## config.mk

```make
export PLATFORM = sky130hd
export DESIGN_NAME = core
export DESIGN_NICKNAME = d
export VERILOG_FILES = /design/src/rtl/core_pkg.sv /design/src/rtl/core_alu.sv /design/src/rtl/core.sv
export SDC_FILE = /design/constraint.sdc
export NUM_CORES = 2
export LEC_CHECK = 0
export BUFFER_PORTS_ARGS = -buffer_cell sky130_fd_sc_hd__buf_2
export CAP_MARGIN = 40
export CORE_MARGIN = 2
export CORE_UTILIZATION = 41
export DETAILED_ROUTE_END_ITERATION = 7
export GPL_TIMING_DRIVEN = 0
export PLACE_DENSITY = 0.62
export SLEW_MARGIN = 10
export SYNTH_ARGS = -nofsm -noshare
export SYNTH_HDL_FRONTEND = slang
export SYNTH_HIERARCHICAL = 1
export SYNTH_SLANG_ARGS = --single-unit
```

## constraint.sdc

```tcl
create_clock -name clk -period 12.59 [get_ports clk]
set_input_delay 1.259 -clock clk [delete_from_list [all_inputs] [get_ports clk]]
set_output_delay 1.259 -clock clk [all_outputs]
set_load 0.01 [all_outputs]
```

## src/rtl/core_pkg.sv

```systemverilog
// Shared opcode/funct3 constants, ALU operation and writeback-select types for the core.
package core_pkg;

  localparam logic [31:0] RESET_PC = 32'h0000_0000;

  localparam logic [6:0] OP_R      = 7'b0110011;
  localparam logic [6:0] OP_I      = 7'b0010011;
  localparam logic [6:0] OP_LOAD   = 7'b0000011;
  localparam logic [6:0] OP_STORE  = 7'b0100011;
  localparam logic [6:0] OP_BRANCH = 7'b1100011;
  localparam logic [6:0] OP_JAL    = 7'b1101111;
  localparam logic [6:0] OP_LUI    = 7'b0110111;

  localparam logic [2:0] F3_ADD  = 3'b000;
  localparam logic [2:0] F3_SLT  = 3'b010;
  localparam logic [2:0] F3_XOR  = 3'b100;
  localparam logic [2:0] F3_OR   = 3'b110;
  localparam logic [2:0] F3_AND  = 3'b111;
  localparam logic [2:0] F3_WORD = 3'b010;
  localparam logic [2:0] F3_BEQ  = 3'b000;

  typedef enum logic [2:0] {
    ALU_ADD,
    ALU_SUB,
    ALU_AND,
    ALU_OR,
    ALU_XOR,
    ALU_SLT
  } alu_op_t;

  typedef enum logic [1:0] {
    WB_ALU,
    WB_MEM,
    WB_PC4,
    WB_LUI
  } wb_sel_t;

  // funct3 values shared by the R-type and I-type arithmetic groups
  function automatic logic f3_is_alu(input logic [2:0] f3);
    return (f3 == F3_ADD) || (f3 == F3_SLT) || (f3 == F3_XOR) ||
           (f3 == F3_OR)  || (f3 == F3_AND);
  endfunction

  function automatic alu_op_t f3_to_op(input logic [2:0] f3);
    case (f3)
      F3_SLT:  return ALU_SLT;
      F3_XOR:  return ALU_XOR;
      F3_OR:   return ALU_OR;
      F3_AND:  return ALU_AND;
      default: return ALU_ADD;
    endcase
  endfunction

endpackage

```

## src/rtl/core_alu.sv

```systemverilog
// Combinational 32-bit ALU: add/sub/and/or/xor/signed slt, wrapping arithmetic, zero flag on result.
module core_alu
  import core_pkg::*;
(
  input  logic [31:0] a,
  input  logic [31:0] b,
  input  alu_op_t     op,
  output logic [31:0] result,
  output logic        zero
);

  always_comb begin
    result = a + b;
    case (op)
      ALU_SUB: result = a - b;
      ALU_AND: result = a & b;
      ALU_OR:  result = a | b;
      ALU_XOR: result = a ^ b;
      ALU_SLT: result = {31'b0, ($signed(a) < $signed(b))};
      default: result = a + b;
    endcase
  end

  assign zero = (result == 32'b0);

endmodule

```

## src/rtl/core.sv

```systemverilog
// Single-cycle RV32I subset core; all state commits on the rising clk edge that ends the instruction.
// Defining CORE_DBG_PORT_EN adds a combinational debug read port (dbg_reg_addr/dbg_reg_data).
module core
  import core_pkg::*;
(
  input  logic        clk,
  input  logic        reset,
  input  logic [31:0] instr,
  input  logic [31:0] ram_read_data,
  output logic [31:0] pc,
  output logic [31:0] ram_addr,
  output logic [31:0] ram_write_data,
  output logic        ram_write_en
`ifdef CORE_DBG_PORT_EN
  ,
  input  logic [4:0]  dbg_reg_addr,
  output logic [31:0] dbg_reg_data
`endif
);

  logic [31:0] regs [32];

  logic [6:0]  opcode;
  logic [4:0]  rd;
  logic [4:0]  rs1;
  logic [4:0]  rs2;
  logic [2:0]  funct3;
  logic [6:0]  funct7;
  logic [31:0] i_imm;
  logic [31:0] s_imm;
  logic [31:0] b_imm;
  logic [31:0] j_imm;
  logic [31:0] u_imm;

  assign opcode = instr[6:0];
  assign rd     = instr[11:7];
  assign funct3 = instr[14:12];
  assign rs1    = instr[19:15];
  assign rs2    = instr[24:20];
  assign funct7 = instr[31:25];

  assign i_imm = {{20{instr[31]}}, instr[31:20]};
  assign s_imm = {{20{instr[31]}}, instr[31:25], instr[11:7]};
  assign b_imm = {{19{instr[31]}}, instr[31], instr[7], instr[30:25], instr[11:8], 1'b0};
  assign j_imm = {{11{instr[31]}}, instr[31], instr[19:12], instr[20], instr[30:21], 1'b0};
  assign u_imm = {instr[31:12], 12'b0};

  logic [31:0] rs1_val;
  logic [31:0] rs2_val;

  assign rs1_val = (rs1 == 5'd0) ? 32'b0 : regs[rs1];
  assign rs2_val = (rs2 == 5'd0) ? 32'b0 : regs[rs2];

  logic    rf_we;
  wb_sel_t wb_sel;
  logic    use_imm;
  alu_op_t alu_op;
  logic    is_store;
  logic    is_beq;
  logic    is_jal;

  // Anything not explicitly matched below falls through as a NOP
  always_comb begin
    rf_we    = 1'b0;
    wb_sel   = WB_ALU;
    use_imm  = 1'b0;
    alu_op   = ALU_ADD;
    is_store = 1'b0;
    is_beq   = 1'b0;
    is_jal   = 1'b0;
    case (opcode)
      OP_R: begin
        alu_op = funct7[5] ? ALU_SUB : f3_to_op(funct3);
        rf_we  = f3_is_alu(funct3) &&
                 ((funct7 == 7'b0000000) || (funct7 == 7'b0100000 && funct3 == F3_ADD));
      end
      OP_I: begin
        alu_op  = f3_to_op(funct3);
        use_imm = 1'b1;
        rf_we   = f3_is_alu(funct3);
      end
      OP_LOAD: begin
        rf_we  = (funct3 == F3_WORD);
        wb_sel = WB_MEM;
      end
      OP_STORE: is_store = (funct3 == F3_WORD);
      OP_BRANCH: begin
        alu_op = ALU_SUB;
        is_beq = (funct3 == F3_BEQ);
      end
      OP_JAL: begin
        rf_we  = 1'b1;
        wb_sel = WB_PC4;
        is_jal = 1'b1;
      end
      OP_LUI: begin
        rf_we  = 1'b1;
        wb_sel = WB_LUI;
      end
      default: rf_we = 1'b0;
    endcase
  end

  logic [31:0] alu_b;
  logic [31:0] alu_result;
  logic        alu_zero;

  assign alu_b = use_imm ? i_imm : rs2_val;

  core_alu u_alu (
    .a      (rs1_val),
    .b      (alu_b),
    .op     (alu_op),
    .result (alu_result),
    .zero   (alu_zero)
  );

  logic [31:0] pc_plus4;
  logic [31:0] next_pc;
  logic [31:0] wb_data;

  assign pc_plus4 = pc + 32'd4;

  always_comb begin
    next_pc = pc_plus4;
    if (is_jal)
      next_pc = pc + j_imm;
    else if (is_beq && alu_zero)
      next_pc = pc + b_imm;
  end

  always_comb begin
    case (wb_sel)
      WB_MEM:  wb_data = ram_read_data;
      WB_PC4:  wb_data = pc_plus4;
      WB_LUI:  wb_data = u_imm;
      default: wb_data = alu_result;
    endcase
  end

  // Address uses the S-immediate only for stores so lw/sw both see rs1 + their own offset
  assign ram_addr       = rs1_val + ((opcode == OP_STORE) ? s_imm : i_imm);
  assign ram_write_data = rs2_val;
  assign ram_write_en   = is_store && reset;

  always_ff @(posedge clk or negedge reset) begin
    if (!reset) begin
      pc <= RESET_PC;
      for (int i = 0; i < 32; i++)
        regs[i] <= 32'b0;
    end else begin
      pc <= next_pc;
      if (rf_we && (rd != 5'd0))
        regs[rd] <= wb_data;
    end
  end

`ifdef CORE_DBG_PORT_EN
  assign dbg_reg_data = (dbg_reg_addr == 5'd0) ? 32'b0 : regs[dbg_reg_addr];
`endif

endmodule

```

# ---- Word level (Yosys, flattened, before mapping)
# Index checks and enable logic that the tools add are counted.
dict set report classes {
  addsub 6
  order_cmp 5
  n_eq_ne 20
  muxes 26
  bitwise_logic 6
  n_reduce_logical 18
}
# operator n
set op_table {}
lappend op_table {{$bwmux 1024} 1}
lappend op_table {{$bmux 32 s5} 2}
lappend op_table {{$mux 32} 10}
lappend op_table {{$demux 32 s5} 1}
lappend op_table {{$pmux 32 s5} 1}
lappend op_table {{$add 32x32->32} 4}
lappend op_table {{$pmux 32 s3} 1}
lappend op_table {{$add 32x3->32 const B} 1}
lappend op_table {{$and 32x32->32} 1}
lappend op_table {{$logic_not 32->1} 1}
lappend op_table {{$lt 32x32->1} 1}
lappend op_table {{$or 32x32->32} 1}
lappend op_table {{$sub 32x32->32} 1}
lappend op_table {{$xor 32x32->32} 1}
lappend op_table {{$eq 7x6->1 const B} 4}
lappend op_table {{$ge 6x6->1 const B} 3}
lappend op_table {{$not 5->6} 3}
lappend op_table {{$eq 3x3->1 const B} 5}
lappend op_table {{$eq 7x7->1 const B} 2}
lappend op_table {{$pmux 3 s4} 1}
lappend op_table {{$logic_not 5->1} 2}
lappend op_table {{$eq 3x2->1 const B} 3}
lappend op_table {{$pmux 3 s3} 1}
lappend op_table {{$eq 7x2->1 const B} 1}
lappend op_table {{other kinds (16)} 29}
dict set report totals {
  register_bits 1056
  in_bits 66
  word_cells 114
}

# ---- Longest topological paths before layout
dict set report logic_depth {
  ltp_word 12
  depth_mapped 35
  depth_no_buf 27
}

# ---- Hierarchy
# Netlist, hierarchy kept.
# module instances cells_per_inst area_per_inst_um2 seq_area_each_um2
set by_module_without_submodules {}
lappend by_module_without_submodules {core 1 5590 60286.6 26400.3}
lappend by_module_without_submodules {core_alu 1 924 5923.2 0.0}

# ---- Worst setup path before layout
# OpenSTA, ideal clock, no wires.
dict set report synth_timing {
  kind {input to register}
  start {in instr[20]}
  end {reg pc[30]}
  setup_ns 0.089
  arrival_ns 8.086
  t_required_ns 12.501
  path_slack_ns 4.415
  path_stages 30
  n_path_buf 6
  path_cell_list {clkbuf_1 > buf_6 > clkbuf_1 > buf_2 > mux4_2 > mux4_2 > mux2i_1 > nor2_1 > mux2_2 > ha_1 > fa_1 > a21oi_1 > o21ai_2 > a21oi_2 > mux2i_1 > or4_1 > or3_1 > nor4_2 > and4b_1 > and4b_1 > or4b_1 > nor4_2 > and4_1 > clkbuf_1 > nor2_1 > buf_2 > a221o_1 > a31o_1 > o21a_1 > a41oi_1}
}
dict set report synth_between {
  elab_chain_len 12
  word_cells_on_any_way 19
  classes_between {add/sub: 3; order compare: 1; mux: 8; bitwise: 4; reduce/logical: 3}
}
# item line_no
set synth_lines {}
lappend synth_lines {{start: declaration} core.sv:8} ;# input logic [31:0] instr,
lappend synth_lines {{$not 5->6 (not written as such)} core.sv:52} ;# assign rs2_val = (rs2 == 5'd0) ? 32'b0 : regs[rs2];
lappend synth_lines {{$bmux 32 s5} core.sv:52}
lappend synth_lines {{$mux 32 (not written as such) (2 in a row)} core.sv:52}
lappend synth_lines {{$mux 32 (*)} core.sv:52}
lappend synth_lines {{named net ram_write_data[0]} core.sv:12} ;# output logic [31:0] ram_write_data,
lappend synth_lines {{$mux 32 (*)} core.sv:108} ;# assign alu_b = use_imm ? i_imm : rs2_val;
lappend synth_lines {{named net alu_b[0]} core.sv:104} ;# logic [31:0] alu_b;
lappend synth_lines {{$add 32x32->32 / $sub 32x32->32 (equally long branches)} {core_alu.sv:20, core_alu.sv:15}}
lappend synth_lines {{$pmux 32 s5 (*)} core_alu.sv:14} ;# case (op)
lappend synth_lines {{named net alu_result[6]} core.sv:105} ;# logic [31:0] alu_result;
lappend synth_lines {{$logic_not 32->1 (*)} core_alu.sv:24} ;# assign zero = (result == 32'b0);
lappend synth_lines {{named net alu_zero} core.sv:106} ;# logic alu_zero;
lappend synth_lines {{$logic_and 1x1->1 (*)} core.sv:128} ;# else if (is_beq && alu_zero)
lappend synth_lines {{$mux 32 (*)} core.sv:128}
lappend synth_lines {{$mux 32 (*)} core.sv:126} ;# if (is_jal)
lappend synth_lines {{named net next_pc[30]} core.sv:119} ;# logic [31:0] next_pc;
lappend synth_lines {{end signal: assignment} core.sv:152} ;# pc <= next_pc;
lappend synth_lines {{end: declaration} core.sv:10} ;# output logic [31:0] pc,
# Mark *: on every way through the listed nets, which the timed path passes. The rest lies on a longest branch. The select of a mux whose other input is x is not followed.
# A chain may end at the register's enable or synchronous reset.

# ---- Final worst setup path
dict set report layout_timing {
  start {in instr[15]}
  end {reg pc[25]}
}
dict set report layout_between {
  elab_chain_len 11
  word_cells_on_any_way 18
  classes_between {add/sub: 3; order compare: 1; mux: 7; bitwise: 4; reduce/logical: 3}
}
# item line_no
set layout_lines {}
lappend layout_lines {{$not 5->6 (not written as such)} core.sv:51} ;# assign rs1_val = (rs1 == 5'd0) ? 32'b0 : regs[rs1];
lappend layout_lines {{$bmux 32 s5} core.sv:51}
lappend layout_lines {{$mux 32 (not written as such) (2 in a row)} core.sv:51}
lappend layout_lines {{$mux 32 (*)} core.sv:51}
lappend layout_lines {{named net rs1_val[0]} core.sv:48} ;# logic [31:0] rs1_val;
lappend layout_lines {{$add 32x32->32 (tied with other cells)} core_alu.sv:20} ;# default: result = a + b;
lappend layout_lines {{$pmux 32 s5 (*)} core_alu.sv:14}
lappend layout_lines {{$logic_not 32->1 (*)} core_alu.sv:24}
lappend layout_lines {{named net alu_zero} core.sv:106}
lappend layout_lines {{$logic_and 1x1->1 (*)} core.sv:128}
lappend layout_lines {{$mux 32 (*)} core.sv:128}
lappend layout_lines {{$mux 32 (*)} core.sv:126}
lappend layout_lines {{named net next_pc[25]} core.sv:119}
# Marked as above.

==> flow_summary.html <==
<table>
<tr><th>Metric</th><th>Value</th></tr>
<tr><th colspan="2">Run status</th></tr>
<tr><td>Status</td><td>complete, but fails checks</td></tr>
<tr><td>Violations in the final reports</td><td>DRC</td></tr>
<tr><th colspan="2">Pwr</th></tr>
<tr><td>Relative contribution of sequential cells to total power</td><td>40.2%</td></tr>
<tr><td>Net switching fraction of the power</td><td>30.4%</td></tr>
<tr><td>Switch Pwr</td><td>2.68 mW</td></tr>
<tr><td>Highest ir drop seen on vdd</td><td>0.115 mV</td></tr>
<tr><td>Combinational share of power</td><td>17.2%</td></tr>
<tr><td>Power density of the placed cells</td><td>117 nW/um^2</td></tr>
<tr><td>Share of power burned in the clock network</td><td>42.6%</td></tr>
<tr><td>Pwr Total</td><td>8.79 mW</td></tr>
<tr><td>P_int</td><td>6.11 mW</td></tr>
<tr><td>Leakage</td><td>31.3 nW</td></tr>
<tr><th colspan="2">Floorplanning</th></tr>
<tr><td>Initial standard-cell utilization of the core</td><td>41.3%</td></tr>
<tr><td>Core area</td><td>160,000 um^2</td></tr>
<tr><td>Height of the die</td><td>406 um</td></tr>
<tr><td>Top Ports</td><td>163</td></tr>
<tr><td>Die outline area</td><td>165,000 um^2</td></tr>
<tr><td>Chip Width</td><td>406 um</td></tr>
<tr><td>Number of placement rows</td><td>147</td></tr>
<tr><th colspan="2">Critical path</th></tr>
<tr><td>Arrival time at the worst endpoint</td><td>12.88 ns</td></tr>
<tr><td>Capture instance of the worst register-to-register path</td><td>pc[25]</td></tr>
<tr><td>Reg2Reg Launch Point</td><td>regs[768]</td></tr>
<tr><td>Setup crit start</td><td>instr[15]</td></tr>
<tr><td>Type of element launching the critical path</td><td>input port</td></tr>
<tr><td>Last element of the critical path</td><td>pc[25]</td></tr>
<tr><td>Slowest stage cell on the critical path</td><td>sky130_fd_sc_hd__o22ai_1</td></tr>
<tr><td>Number of buffers and inverters on the critical path</td><td>11</td></tr>
<tr><td>Slowest Stage Delay on Critical Path</td><td>0.70 ns</td></tr>
<tr><td>Crit-path leading delay family</td><td>buffers and inverters</td></tr>
<tr><td>CP Max Fanout</td><td>10</td></tr>
<tr><td>R2R setup slack</td><td>3.00 ns</td></tr>
<tr><td>Depth of the worst register-to-register path</td><td>23</td></tr>
<tr><td>Required time at the worst-slack endpoint</td><td>13.21 ns</td></tr>
<tr><td>Total stage count of the critical path</td><td>31</td></tr>
<tr><td>Category of the critical setup timing path</td><td>in -&gt; reg</td></tr>
<tr><td>Crit. End Element</td><td>register</td></tr>
<tr><th colspan="2">Final layout</th></tr>
<tr><td>Filler-free cell count of the finished design</td><td>9,181</td></tr>
<tr><td>Layout-stage area growth over the synthesis result</td><td>13.9%</td></tr>
<tr><td>Post-layout util</td><td>47.0%</td></tr>
<tr><td>Post-route cell area</td><td>75,400 um^2</td></tr>
<tr><td>Layout cell share with drive strength beyond 1</td><td>21.0%</td></tr>
<tr><td>Fillers</td><td>15,300</td></tr>
<tr><td>Multi-input gate area</td><td>36,600 um^2</td></tr>
<tr><td>Layout net count</td><td>7,149</td></tr>
<tr><td>Register Area</td><td>26,400 um^2</td></tr>
<tr><th colspan="2">Global route</th></tr>
<tr><td>Wire length of the first global-routing pass</td><td>426 mm</td></tr>
<tr><td>Number of antenna violations at the first check in global routing</td><td>10</td></tr>
<tr><td>Via count of the first global-routing pass</td><td>57,800</td></tr>
<tr><td>Aggregate global routing overflow</td><td>0</td></tr>
<tr><td>Global-route total usage across every layer</td><td>36.6%</td></tr>
<tr><td>Maximum number of pins on one net before global-route repair</td><td>145</td></tr>
<tr><th colspan="2">Synthesis</th></tr>
<tr><td>Mean instance size in the synthesized netlist</td><td>10.2 um^2</td></tr>
<tr><td>Cell types with the largest area share after synthesis</td><td>sky130_fd_sc_hd__dfrtp_1 40%, sky130_fd_sc_hd__mux4_2 19%, sky130_fd_sc_hd__nand2_1 6.9%</td></tr>
<tr><td>Post-synthesis compound-gate area fraction</td><td>17.5%</td></tr>
<tr><td>Area leader, netlist</td><td>sky130_fd_sc_hd__dfrtp_1</td></tr>
<tr><td>Ys async rst share</td><td>100%</td></tr>
<tr><td>Synthesized cell area</td><td>66,200 um^2</td></tr>
<tr><td>Share of the synthesized area in the top cell type</td><td>39.9%</td></tr>
<tr><td>Cells after Synth</td><td>6,514</td></tr>
<tr><td>Number of flops mapped to enable cells by yosys</td><td>0</td></tr>
<tr><td>Adder-cell share of the synthesized area</td><td>3.38%</td></tr>
<tr><td>Yosys warning count</td><td>6</td></tr>
<tr><td>Portion of the post-synthesis area used by sequential elements</td><td>39.9%</td></tr>
<tr><td>Number of distinct library cells after synthesis</td><td>111</td></tr>
<tr><td>Flip-flop and latch count after synthesis</td><td>1,055</td></tr>
<tr><td>Multiplexer share of the synthesized area</td><td>21.6%</td></tr>
<tr><td>Top_reg_cell synth</td><td>sky130_fd_sc_hd__dfrtp_1</td></tr>
<tr><td>Most frequently used cell type in the post-synthesis netlist</td><td>sky130_fd_sc_hd__nand2_1</td></tr>
<tr><td>Ranking of synthesized cells by instance count</td><td>1,221 x sky130_fd_sc_hd__nand2_1, 1,055 x sky130_fd_sc_hd__dfrtp_1, 668 x sky130_fd_sc_hd__o21ai_1</td></tr>
<tr><td>XOR/XNOR Fraction of Synth Area</td><td>1.10%</td></tr>
<tr><td>Main combinational cell family by area after synthesis</td><td>multiplexers</td></tr>
<tr><td>Synthesized-area fraction occupied by and/or/nand/nor cells</td><td>11.5%</td></tr>
<tr><td>Post-synth net total</td><td>6,756</td></tr>
<tr><th colspan="2">Drt</th></tr>
<tr><td>First-pass detailed-route iteration total</td><td>8</td></tr>
<tr><td>Average routed wire per standard cell</td><td>33.1 um</td></tr>
<tr><td>Top Layer Used</td><td>met5</td></tr>
<tr><td>Antenna violation net count after detailed routing</td><td>0</td></tr>
<tr><td>Via count normalized by instance count</td><td>6.58</td></tr>
<tr><td>Routed WL</td><td>304 mm</td></tr>
<tr><td>Length of routed met3 wiring</td><td>40.4 mm</td></tr>
<tr><td>Post-route DRC violation count</td><td>2</td></tr>
<tr><td>Amount of wire on met2 after detailed routing</td><td>128 mm</td></tr>
<tr><td>DRC violation total after the first TritonRoute iteration</td><td>8,314</td></tr>
<tr><td>Sum of routed wire segments on met1</td><td>110 mm</td></tr>
<tr><td>Vias post-DR</td><td>60,400</td></tr>
<tr><th colspan="2">CTS</th></tr>
<tr><td>Number of buffers added to fix hold violations after cts</td><td>0</td></tr>
<tr><td>CTS Buf Count</td><td>114</td></tr>
<tr><td>Clock buffer depth</td><td>3</td></tr>
<tr><td>Clock-pin slew of the registers on the worst-case setup and hold paths</td><td>0.06 ns</td></tr>
<tr><td>Post-CTS setup repair buffer count</td><td>0</td></tr>
<tr><td>CTS tree</td><td>built</td></tr>
<tr><td>Clock sink count</td><td>1,055</td></tr>
<tr><td>Clk root buf</td><td>sky130_fd_sc_hd__clkbuf_16</td></tr>
<tr><td>Number of cells upsized or downsized after cts</td><td>0</td></tr>
<tr><td>Clock latency of the later-clocked register in the worst-skew pair</td><td>0.80 ns</td></tr>
<tr><td>Maximum level of the CTS H-tree</td><td>3</td></tr>
<tr><th colspan="2">STA</th></tr>
<tr><td>Max frequency</td><td>81.6 MHz</td></tr>
<tr><td>Final-report max-slew violation count</td><td>0</td></tr>
<tr><td>Final critical-path share of the clock period</td><td>97.3%</td></tr>
<tr><td>Min setup slack post-route</td><td>0.336 ns</td></tr>
<tr><td>Total negative slack</td><td>0 ns</td></tr>
<tr><td>Final hold slack</td><td>0.392 ns</td></tr>
<tr><td>Number of endpoints with negative hold slack in the final report</td><td>0</td></tr>
<tr><td>Setup repair after global routing missed its margin</td><td>false</td></tr>
<tr><td>Minimum period implied by the final worst setup slack</td><td>12.25 ns</td></tr>
<tr><td>Clock Skews</td><td>0.0793 ns</td></tr>
<tr><td>Setup violators final</td><td>0</td></tr>
<tr><td>Worst Max-Slew Pin Slew</td><td>1.05 ns</td></tr>
<tr><td>Slew HR</td><td>30.3%</td></tr>
<tr><th colspan="2">Placed design</th></tr>
<tr><td>Number of buffers added on ports</td><td>161</td></tr>
<tr><td>Total placed instance area</td><td>71,100 um^2</td></tr>
<tr><td>Detailed placement HPWL</td><td>230 mm</td></tr>
<tr><td>Routability-driven placement congestion ratio</td><td>1.05</td></tr>
<tr><td>Pre-CTS WS</td><td>0.290 ns</td></tr>
<tr><td>Instance count after placement with tap cells included</td><td>8,939</td></tr>
<tr><th colspan="2">Flow run</th></tr>
<tr><td>Max-cap violations</td><td>0</td></tr>
<tr><th colspan="2">Min path</th></tr>
<tr><td>Worst hold path class</td><td>in -&gt; async</td></tr>
</table>
registers in the layout (all words and copies together) (netlist names):
| signal | count |
|---|---|
| pc | 31 |
| regs | 1024 |
cells in the final DEF, fill, tap and decap left out, types with 71 or more instances in the layout:
cell type	n
sky130_fd_sc_hd__nor2_1	202
sky130_fd_sc_hd__nand2_1	1221
sky130_fd_sc_hd__clkbuf_1	415
sky130_fd_sc_hd__buf_2	263
sky130_fd_sc_hd__o21ai_0	355
sky130_fd_sc_hd__a21oi_1	274
sky130_fd_sc_hd__o21ai_2	104
sky130_fd_sc_hd__o21ai_1	671
sky130_fd_sc_hd__clkbuf_16	115
sky130_fd_sc_hd__mux4_2	550
sky130_fd_sc_hd__ha_1	171
sky130_fd_sc_hd__buf_6	75
sky130_fd_sc_hd__inv_1	125
sky130_fd_sc_hd__mux2i_1	111
sky130_fd_sc_hd__dfrtp_1	1055
sky130_fd_sc_hd__mux2_2	71
how the worst min path moves through the flow:
stage | start | to | slack (ns) | depth (start not counted)
2_1_floorplan | regs[1000] | regs[1000] | 0.44 | 1
3_3_place_gp | regs[994] | regs[994] | 0.45 | 1
3_5_place_dp | regs[1007] | regs[1007] | 0.46 | 1
4_1_cts | reset | regs[61] | 0.44 | 1
5_1_grt | reset | regs[29] | 0.47 | 1
6_report | reset | regs[29] | 0.39 | 1
worst reg2reg max path, delay by kind of cell (launching register included):
family / cells / cell delay [ns]
AOI/OAI and AO/OA: 10 / 3.34
adders and majority gates: 2 / 0.83
buffers and inverters: 3 / 1.35
DFF: 1 / 0.40
muxes: 2 / 1.07
and+or+nand+nor: 6 / 2.44
logic make-up after synthesis:
kind of cell             Yosys count
buffers and inverters            754
XOR/XNOR                          83
multiplexers                     733
AND/OR/NAND/NOR                 1785
flip-flops                      1055
adder cells (fa/ha/maj)          176
other                              1
AO/OA/AOI/OAI                   1927
layout make-up:
class	instances	share of cell area, %
multi-input cells	4705	48.5
flip-flops and latches	1055	35.0
clock buffers	164	4.48
plain buffers	626	3.75
well taps	2160	3.58
repair buffers	277	2.91
clock inverters	54	1.05
inverters	128	0.637
diodes	12	0.0398
layer usage:
metal / vias up / global-route usage, %
met5: - / 0
met2: 4225 / 52.3
met3: 1029 / 13.9
met4: 2 / 25.2
met1: 30400 / 45.6
li1: 24800 / -
power by group through the flow:
| stage | sequential (mW) | clock, mW | combinational, mW |
|---|---|---|---|
| after detailed placement | 3.59 | 0 | 1.45 |
| after floorplan | 3.57 | 0 | 0.825 |
| final | 3.54 | 3.74 | 1.51 |
| after CTS | 3.53 | 3.74 | 1.46 |
| after global placement | 3.59 | 0 | 1.40 |
| after global routing | 3.54 | 3.88 | 1.59 |
(Power assumes the default switching activity.)
